==> src/rtl/srt_pkg.sv <==
// Shared scanout/RAM-arbiter definitions: bus widths, word/pixel types and
// the fetcher state encoding.
package srt_pkg;

  localparam int unsigned SRT_PIXEL_W = 16;
  localparam int unsigned SRT_WORD_W  = 32;
  localparam int unsigned SRT_ADDR_W  = 16;

  typedef logic [SRT_PIXEL_W-1:0] srt_pixel_t;
  typedef logic [SRT_WORD_W-1:0]  srt_word_t;
  typedef logic [SRT_ADDR_W-1:0]  srt_addr_t;

  typedef enum logic [1:0] {
    SF_IDLE,
    SF_FETCH,
    SF_DRAIN
  } sf_state_e;

  // Low pixel of a word is shown first.
  function automatic srt_pixel_t srt_unpack(input srt_word_t w, input logic hi);
    return hi ? w[SRT_WORD_W-1:SRT_PIXEL_W] : w[SRT_PIXEL_W-1:0];
  endfunction

endpackage

==> src/rtl/scanout_fifo.sv <==
// Synchronous word FIFO with a combinational head, occupancy count and a
// single-cycle flush that takes priority over push and pop.
module scanout_fifo
  import srt_pkg::*;
#(
  parameter int unsigned DEPTH = 128
) (
  input  logic                   clock,
  input  logic                   reset_n,
  input  logic                   flush,
  input  logic                   push,
  input  srt_word_t              push_data,
  input  logic                   pop,
  output srt_word_t              head,
  output logic [$clog2(DEPTH):0] count,
  output logic                   empty
);

  localparam int unsigned AW = $clog2(DEPTH);
  localparam logic [AW:0] FULL = (AW+1)'(DEPTH);

  logic [AW-1:0] wr_q, rd_q;
  logic [AW:0]   count_q;
  srt_word_t     mem_q [DEPTH];
  logic          do_push, do_pop;

  assign do_pop  = pop && (count_q != '0);
  assign do_push = push && ((count_q != FULL) || do_pop);

  always_ff @(posedge clock) begin
    if (!reset_n || flush) begin
      wr_q    <= '0;
      rd_q    <= '0;
      count_q <= '0;
    end else begin
      if (do_push) wr_q <= wr_q + AW'(1);
      if (do_pop)  rd_q <= rd_q + AW'(1);
      case ({do_push, do_pop})
        2'b10:   count_q <= count_q + (AW+1)'(1);
        2'b01:   count_q <= count_q - (AW+1)'(1);
        default: count_q <= count_q;
      endcase
    end
  end

  always_ff @(posedge clock) begin
    if (reset_n && !flush && do_push) mem_q[wr_q] <= push_data;
  end

  assign head  = mem_q[rd_q];
  assign count = count_q;
  assign empty = (count_q == '0);

endmodule

==> src/rtl/scanout_fetcher.sv <==
// Prefetches one display line of packed pixel words per lineRequest from RAM
// into a word FIFO and unpacks them into 16-bit pixels for the HDMI side.
module scanout_fetcher
  import srt_pkg::*;
#(
  parameter int unsigned WORDS_PER_LINE = 100,
  parameter int unsigned LINES          = 160,
  parameter srt_addr_t   BASE_ADDR      = 16'h0000,
  parameter int unsigned FIFO_DEPTH     = 128
) (
  input  logic            clock,
  input  logic            reset_n,
  input  logic            frameStart,
  input  logic            lineRequest,
  output logic            ramEnable,
  output srt_addr_t       ramAddr,
  input  srt_word_t       ramData,
  input  logic            pixelReady,
  output srt_pixel_t      pixelData,
  output logic            pixelValid,
  output logic            underflow,
  output logic            lineOverrun
);

  localparam int unsigned IW = $clog2(WORDS_PER_LINE + 1);
  localparam int unsigned LW = $clog2(LINES + 1);
  localparam int unsigned CW = $clog2(FIFO_DEPTH) + 1;
  localparam logic [IW-1:0] ISSUE_LAST = IW'(WORDS_PER_LINE - 1);
  localparam logic [LW-1:0] LINES_L    = LW'(LINES);
  localparam logic [CW:0]   DEPTH_L    = (CW+1)'(FIFO_DEPTH);

  sf_state_e       state_q, state_d;
  srt_addr_t       fetch_addr_q, fetch_addr_d;
  logic [IW-1:0]   issued_q, issued_d;
  logic [LW-1:0]   lines_q, lines_d;
  logic            half_q, half_d;
  logic            inflight_q, inflight_d;
  logic            underflow_q, underflow_d;
  logic            overrun_q, overrun_d;

  logic            issue, room, fire, pop;
  srt_word_t       fifo_head;
  logic [CW-1:0]   fifo_count;
  logic            fifo_empty;

  // The read in flight counts against capacity so its word always has a slot.
  assign room = ({1'b0, fifo_count} + {{CW{1'b0}}, inflight_q}) < DEPTH_L;
  assign fire = pixelReady && pixelValid;
  assign pop  = fire && half_q;

  always_comb begin
    state_d      = state_q;
    fetch_addr_d = fetch_addr_q;
    issued_d     = issued_q;
    lines_d      = lines_q;
    half_d       = half_q;
    underflow_d  = underflow_q;
    overrun_d    = overrun_q;
    issue        = 1'b0;

    case (state_q)
      SF_IDLE: begin
        if (lineRequest && (lines_q < LINES_L)) begin
          state_d  = SF_FETCH;
          issued_d = '0;
        end
      end
      SF_FETCH: begin
        if (lineRequest) overrun_d = 1'b1;
        if (room) begin
          issue        = 1'b1;
          fetch_addr_d = fetch_addr_q + SRT_ADDR_W'(1);
          issued_d     = issued_q + IW'(1);
          if (issued_q == ISSUE_LAST) state_d = SF_DRAIN;
        end
      end
      SF_DRAIN: begin
        if (lineRequest) overrun_d = 1'b1;
        state_d = SF_IDLE;
        lines_d = lines_q + LW'(1);
      end
      default: state_d = SF_IDLE;
    endcase

    inflight_d = issue;

    if (fire) half_d = !half_q;
    if (pixelReady && !pixelValid) underflow_d = 1'b1;

    if (frameStart) begin
      state_d      = SF_IDLE;
      fetch_addr_d = BASE_ADDR;
      lines_d      = '0;
      half_d       = 1'b0;
      inflight_d   = 1'b0;
      underflow_d  = 1'b0;
      overrun_d    = 1'b0;
    end
  end

  always_ff @(posedge clock) begin
    if (!reset_n) begin
      state_q      <= SF_IDLE;
      fetch_addr_q <= BASE_ADDR;
      issued_q     <= '0;
      lines_q      <= '0;
      half_q       <= 1'b0;
      inflight_q   <= 1'b0;
      underflow_q  <= 1'b0;
      overrun_q    <= 1'b0;
    end else begin
      state_q      <= state_d;
      fetch_addr_q <= fetch_addr_d;
      issued_q     <= issued_d;
      lines_q      <= lines_d;
      half_q       <= half_d;
      inflight_q   <= inflight_d;
      underflow_q  <= underflow_d;
      overrun_q    <= overrun_d;
    end
  end

  scanout_fifo #(
    .DEPTH(FIFO_DEPTH)
  ) u_fifo (
    .clock     (clock),
    .reset_n   (reset_n),
    .flush     (frameStart),
    .push      (inflight_q),
    .push_data (ramData),
    .pop       (pop),
    .head      (fifo_head),
    .count     (fifo_count),
    .empty     (fifo_empty)
  );

  // Gated by reset_n so a reset mid-fetch issues nothing in the reset cycle.
  assign ramEnable   = issue && reset_n;
  assign ramAddr     = fetch_addr_q;
  assign pixelValid  = !fifo_empty;
  assign pixelData   = pixelValid ? srt_unpack(fifo_head, half_q) : '0;
  assign underflow   = underflow_q;
  assign lineOverrun = overrun_q;

endmodule

==> config.mk <==
export PLATFORM = sky130hd
export DESIGN_NAME = scanout_fetcher
export DESIGN_NICKNAME = d
export VERILOG_FILES = /design/src/rtl/srt_pkg.sv /design/src/rtl/scanout_fifo.sv /design/src/rtl/scanout_fetcher.sv
export SDC_FILE = /design/constraint.sdc
export NUM_CORES = 2
export LEC_CHECK = 0
export ABC_AREA = 1
export CELL_PAD_IN_SITES_DETAIL_PLACEMENT = 1
export CELL_PAD_IN_SITES_GLOBAL_PLACEMENT = 1
export CORE_ASPECT_RATIO = 1.75
export CORE_MARGIN = 2
export CORE_UTILIZATION = 45
export CTS_CLUSTER_DIAMETER = 60
export DETAILED_ROUTE_END_ITERATION = 8
export GPL_TIMING_DRIVEN = 0
export PLACE_DENSITY_LB_ADDON = 0.1
export SYNTH_ARGS = -nofsm -noshare
export SYNTH_HDL_FRONTEND = slang
export SYNTH_HIERARCHICAL = 1
export SYNTH_SLANG_ARGS = --single-unit
export TNS_END_PERCENT = 100
==> constraint.sdc <==
create_clock -name clock -period 7.5 [get_ports clock]
set_clock_uncertainty 0.15 [all_clocks]
set_input_delay 0.75 -clock clock [delete_from_list [all_inputs] [get_ports clock]]
set_output_delay 0.75 -clock clock [all_outputs]
set_load 0.02 [all_outputs]
Yosys cells after proc, flatten, opt, wreduce, memory -nomap -nowiden
Memories as Yosys holds them, arrays and structs flattened. A register that Yosys moved wholly into a read port is not among the register bits.
Index checks and enable logic that the tools add are counted.
{"block": "totals", "mem_bits_rw": 4096, "input_bits": 37, "ff_bits": 59, "word_cells": 74, "output_inout_bits": 36, "mem_count": 1}
{"block": "classes", "n_reduce_logical": 26, "muxes": 16, "n_addsub": 8, "bitwise": 1, "magnitude_cmp": 2, "n_eq_ne": 9}
{"name": "u_fifo.mem_q", "words": 128, "width": 32, "read_ports": 1, "rd_clocked_by_memory_dff": 1, "write_ports": 1, "line_no": "scanout_fifo.sv:24", "source": "srt_word_t mem_q [DEPTH];"}
{"operator": "16-bit 2-to-1 mux", "n": 2}
{"operator": "7-bit 2-to-1 mux", "n": 4}
{"operator": "7-bit by 1-bit adder with 7-bit output (second input constant)", "n": 3}
{"operator": "16-bit by 1-bit adder with 16-bit output (second input constant)", "n": 1}
{"operator": "8-bit by 1-bit adder with 8-bit output (second input constant)", "n": 2}
{"operator": "8-bit case mux with 2 select lines", "n": 1}
{"operator": "7-bit case mux with 2 select lines", "n": 1}
{"operator": "8-bit by 1-bit adder with 9-bit output", "n": 1}
{"operator": "1-bit logical AND", "n": 9}
{"operator": "9-bit by 8-bit less-than comparator with 1-bit output (second input constant)", "n": 1}
{"operator": "8-bit logical NOT", "n": 1}
{"operator": "8-bit less-than comparator (second input constant)", "n": 1}
{"operator": "8-bit inequality test (second input constant)", "n": 1}
{"operator": "8-bit nonzero test", "n": 1}
{"operator": "8-bit by 1-bit subtractor with 8-bit output (second input constant)", "n": 1}
{"operator": "7-bit == test (second input constant)", "n": 1}
{"operator": "2-bit 2-to-1 mux", "n": 3}
{"operator": "2-bit inequality test (second input constant)", "n": 3}
{"operator": "3-bit AND reduction", "n": 2}
{"operator": "2-bit by 1-bit == test with 1-bit output (second input constant)", "n": 2}
{"operator": "2-bit == test (second input constant)", "n": 2}
{"operator": "1-bit logical NOT", "n": 4}
{"operator": "1-bit 2-to-1 mux", "n": 4}
{"operator": "2-bit case mux with 2 select lines", "n": 1}
{"operator": "other kinds (6)", "n": 10}

Depth between registers and ports, before layout
{"block": "logic_depth", "ltp_word": 10, "ltp_mapped": 22, "mapped_depth_nobuf": 22}

By module
The synthesis kept the hierarchy.
{"mod": "scanout_fifo", "instances": 1, "area_each_um2": 166783.7, "cells_each": 13516}
{"mod": "scanout_fetcher", "instances": 1, "area_each_um2": 2175.8, "cells_each": 349}

Worst setup path after synthesis
Ideal clock, no wire load.
{"block": "synth_path", "path_kind": "register to register", "from": "register u_fifo.count_q[0] (netlist: u_fifo/count[0])", "to": "memory u_fifo/mem_q[100][0] (netlist name), enable pin", "arrival_ns": 3.343, "path_stages_with_launch": 15, "setup_ns": 0.421, "slack_ns": 3.586, "required_ns": 6.929, "n_path_buf": 1, "path_cell_list": "dfxtp_1 > nor2_2 > nand2_2 > or2_2 > inv_1 > inv_1 > nand2_1 > nor2_1 > o21ai_4 > nand3b_4 > nand2_4 > nor2_8 > nand4_4 > buf_6 > nor2_1"}
{"block": "synth_via", "elab_chain_cells": 10, "elab_cells_between_ends": 12, "classes_between": "eq/ne: 1; mux: 2; reduce/logical: 9"}
{"item": "start, declared", "line_no": "scanout_fifo.sv:23", "source": "logic [AW:0] count_q;"}
{"item": "start signal, assigned", "line_no": "scanout_fifo.sv:39", "source": "2'b10: count_q <= count_q + (AW+1)'(1);"}
{"item": "start signal, assigned", "line_no": "scanout_fifo.sv:40", "source": "2'b01: count_q <= count_q - (AW+1)'(1);"}
{"item": "start signal, assigned", "line_no": "scanout_fifo.sv:41", "source": "default: count_q <= count_q;"}
{"item": "8-bit logical NOT", "line_no": "scanout_fifo.sv:52", "source": "assign empty = (count_q == '0);"}
{"item": "net fifo_empty", "line_no": "scanout_fetcher.sv:44", "source": "logic fifo_empty;"}
{"item": "1-bit logical NOT", "line_no": "scanout_fetcher.sv:140", "source": "assign pixelValid = !fifo_empty;"}
{"item": "1-bit logical AND", "line_no": "scanout_fetcher.sv:48", "source": "assign fire = pixelReady && pixelValid;"}
{"item": "1-bit logical AND", "line_no": "scanout_fetcher.sv:49", "source": "assign pop = fire && half_q;"}
{"item": "net pop", "line_no": "scanout_fetcher.sv:41", "source": "logic issue, room, fire, pop;"}
{"item": "1-bit logical AND", "line_no": "scanout_fifo.sv:27", "source": "assign do_pop = pop && (count_q != '0);"}
{"item": "1-bit logical OR", "line_no": "scanout_fifo.sv:28", "source": "assign do_push = push && ((count_q != FULL) || do_pop);"}
{"item": "1-bit logical AND", "line_no": "scanout_fifo.sv:28"}
{"item": "1-bit logical AND", "line_no": "scanout_fifo.sv:47", "source": "if (reset_n && !flush && do_push) mem_q[wr_q] <= push_data;"}
{"item": "1-bit 2-to-1 mux", "line_no": "scanout_fifo.sv:47"}
{"item": "1-bit 2-to-1 mux (implied by the code)", "line_no": "scanout_fifo.sv:47"}
{"item": "end, declared", "line_no": "scanout_fifo.sv:24"}
The timed path passes the listed nets, and every way through them passes these cells.

==> results.txt <==
----------------------------------------------------
[Run status]
  Outcome ... complete, but fails checks
  Violations in the final reports ... max-capacitance violations, max-slew violations, negative setup slack

[Critical path]
  Highest net fanout along the worst path ... 13
  Top delay family on crit path ... buffers and inverters
  Nature of the critical path endpoint ... output port
  Critical path startpoint category ... register
  Highest cell delay on the worst timing path ... between 1 and 1.5 ns
  Critical Path Stages ... 13
  Cell-by-cell trace of the critical path ... buf_2, inv_2, buf_4, clkbuf_1, nand3_1, nand3_1, nand3_1, nand3_1, nand3_1, nand2_1, o21ai_0, nor2_1, clkdlybuf4s50_1
  Buffers & Inverters on Critical Path ... 5
  CP max stage cell ... clkbuf_1
  Most frequent cell on the critical path ... nand3_1
  Setup Crit Path Kind ... register to output port
  Arrival time at the worst endpoint ... 6.87 ns
  Number of cell instances on the worst register-to-register path ... 15
  Data required time at the worst endpoint ... 6.60 ns

[Pwr]
  Total power after layout ... 0.0464 W
  Worst ir drop on vdd ... 0.245 mV
  Leakage power ... 67.2 nW
  Pwr dens ... ~240 mW/mm2

[Floorplan]
  Initial core utilization ... 45.2%
  Number of rows in the core area ... 297
  Die width ... 467 um
  Die Outline Area ... 0.381 mm2
  Ports placed on the boundary ... 73
  Floorplan core area ... around 0.37 mm2
  Y dimension of the die ... 815 um

[STA]
  Fin crit share ... 104%
  Final period demand of the worst path ... 7.77 ns
  Slew of the pin with the lowest slew margin ... between 1.5 and 2 ns
  Setup TNS ... -0.848 ns
  Number of setup violations in the final report ... 5
  Max-slew violation count ... 32
  Post-route worst setup slack ... -0.271 ns
  Final Hold Viols ... 0
  Highest Clock Rate ... 0.129 GHz
  Headroom to the max-slew limit ... -1.85%

[Placement]
  Worst setup slack after placement ... ~1.1 ns
  Placed instance count ... 19.1k
  Placer Congestion ... 1.09
  IO Port Bufs ... 72
  Placed wire-length estimate ... 541 mm

[Clocking]
  Total setup buffers inserted after CTS ... 0
  Later-pin clock latency in the skew report ... a little under 1 ns
  CTS tree ... built
  Register clock-pin slew on the reported worst setup and hold paths ... 0.06 ns
  Number of sinks handled by clock tree synthesis ... 4162
  Clock buffers created by TritonCTS ... 388
  CTS Buffer Depth ... 4
  Number of H-tree levels ... 5
  Clock tree root driver cell ... clkbuf_16

[Worst hold path]
  Class of the most critical hold timing path ... input port to register
  Worst hold path stage count ... 1

[Logic synthesis]
  Total nets after synthesis ... 13.9k
  Post-Synthesis Cell Area ... between 0.15 and 0.2 mm2
  Synthesis warning total ... 6
  Average instance area after synthesis ... 12.2 um2
  Cell count after synthesis ... about 14k
  Most used DFF post-synth ... edfxtp_1
  Count of state elements after synthesis ... 4162
  Post-synthesis async set-or-reset flop share ... 0%
  Sequential share of the synthesized area ... 73.6%
  Area share of the largest cell type after synthesis ... 72.8%
  EDFF count, synth ... 4096
  Distinct cell type count of the synthesized netlist ... 46
  Cell types with the largest area share after synthesis ... edfxtp_1, nand3_1, nand2_1
  Most area-hungry cell type in the Yosys netlist ... edfxtp_1

[Detailed routing]
  DR pass1 iterations ... 6
  Final ANT Viol Nets ... 0
  DRC ... 0
  Overall routed net length ... 753 mm
  Via-to-Cell Ratio ... 6.28
  Total vias in the final route ... 125k
  Detailed-route wire length per cell ... between 30 and 40 um
  1st-iter DRT viols ... ~15k

[GRT]
  Largest net degree at the start of global routing ... between 100 and 150
  Number of global-route vias before repair ... 126k
  Global route overflow ... 0
  Global-route wire length before repair ... 1020 mm
  Initial antenna violation count ... 66
  Global routing usage summed across all routing layers ... 39.0%

[Cells and area]
  Nets@finish ... ~15k
  Relative area change from synthesis to final layout ... 14.7%
  Top library cells by usage in the layout, fill and taps aside ... nand2_1, edfxtp_1, nand3_1, buf_2, clkbuf_16
  Final Core Density ... 51.8%
  Most common cell after layout, fill and taps aside ... nand2_1
  Filler cell count in the final layout ... 38.3k
  Non-filler instance count after layout ... 19.8k
  Storage cell area ... 0.124 mm2
  Total area of multi-input combinational cells ... around 0.039 mm2
  Ratio of cells with drive above 1 in the final layout ... 11.6%

[Job]
  MaxCap Viol Count ... 3

----------------------------------------------------
## synthesized netlist by cell type (2+ instances only)
| master | number |
|---|---|
| nor2_2 | 16 |
| nand2_1 | 4262 |
| clkbuf_1 | 105 |
| nor3_1 | 8 |
| buf_1 | 84 |
| nand2_2 | 3 |
| edfxtp_1 | 4096 |
| xnor2_1 | 6 |
| o21ai_1 | 3 |
| ha_1 | 14 |
| dfxtp_1 | 66 |
| nor4_1 | 2 |
| nand4_4 | 6 |
| xor2_1 | 11 |
| nor2_1 | 216 |
| buf_2 | 437 |
| nand3_2 | 2 |
| nand3_4 | 2 |
| nand3_1 | 4066 |
| a21oi_1 | 47 |
| inv_2 | 8 |
| buf_6 | 215 |
| nand4_1 | 5 |
| buf_4 | 75 |
| inv_1 | 54 |
| buf_8 | 2 |
| o21ai_0 | 35 |
## stage by stage
step	area, um2	hold WS, ns
6_report	194000	0.0500
5_1_grt	194000	0.0640
4_1_cts	194000	0.0147
3_5_place_dp	181000	0.303
3_3_place_gp	176000	0.280
2_1_floorplan	169000	0.268
## layer usage
layer	part of all wire [%]	track usage (%)
met1	32	42.3
met4	11	33.9
met2	48	64.2
met5	0.060	0
met3	8.8	8.53
## worst paths after layout
check / from / to / slack [ns]
worst max-delay path: register / pixelData[3] / -0.27
worst min register to register: lines_q[7]$_SDFFE_PP0N_ / lines_q[7]$_SDFFE_PP0N_ / 0.31
worst max register to register: u_fifo/count[4]$_SDFFE_PP0P_ / u_fifo/mem_q[68][9]$_DFFE_PP_ / 2.73
worst min-delay path: ramData[18] / u_fifo/mem_q[52][18]$_DFFE_PP_ / 0.05
## repair_timing
| item | in CTS | in global routing |
|---|---|---|
| setup endpoints to repair | 0 | 5 |
| hold buffers | 6 | 0 |
| hold endpoints to repair | 111 | 0 |
| resized for setup | 0 | 14 |
## logic make-up (layout without fill, tap and decap cells)
| logic type | Yosys count | in the layout | synth area share [%] |
|---|---|---|---|
| AND/OR/NAND/NOR | 8596 | 8596 | 22.3 |
| other | 0 | 47 | 0 |
| adder cells (fa/ha/maj) | 15 | 15 | 0.116 |
| XOR/XNOR | 17 | 17 | 0.0881 |
| flip-flops | 4162 | 4162 | 73.6 |
| buffers and inverters | 985 | 1963 | 3.66 |
| AO/OA/AOI/OAI | 90 | 90 | 0.280 |
## layout make-up
cell class	instances	share of cell area, %
inverter	65	0.130
clock inverter	242	1.15
timing repair buffer	270	2.59
clock buffer	466	5.32
sequential	4162	64.2
multi-input combinational	8718	20.3
antenna	47	0.0607
tap	4933	3.19
buffer	920	3.08
## registers in the layout, summed over array words and instances (netlist names), named ones only
signal,count
lines_q,8
u_fifo/mem_q,4096
u_fifo/wr_q,7
issued_q,7
underflow,1
inflight_q,1
half_q,1
u_fifo/count,8
ramAddr,16
state_q,2
u_fifo/rd_q,7
lineOverrun,1
## where the power goes
group	internal, W	switching, W
registers	0.0255	0.00000482
clock network	0.0111	0.00912
logic	0.0000891	0.000544
Power figures use the tool's default switching activity.
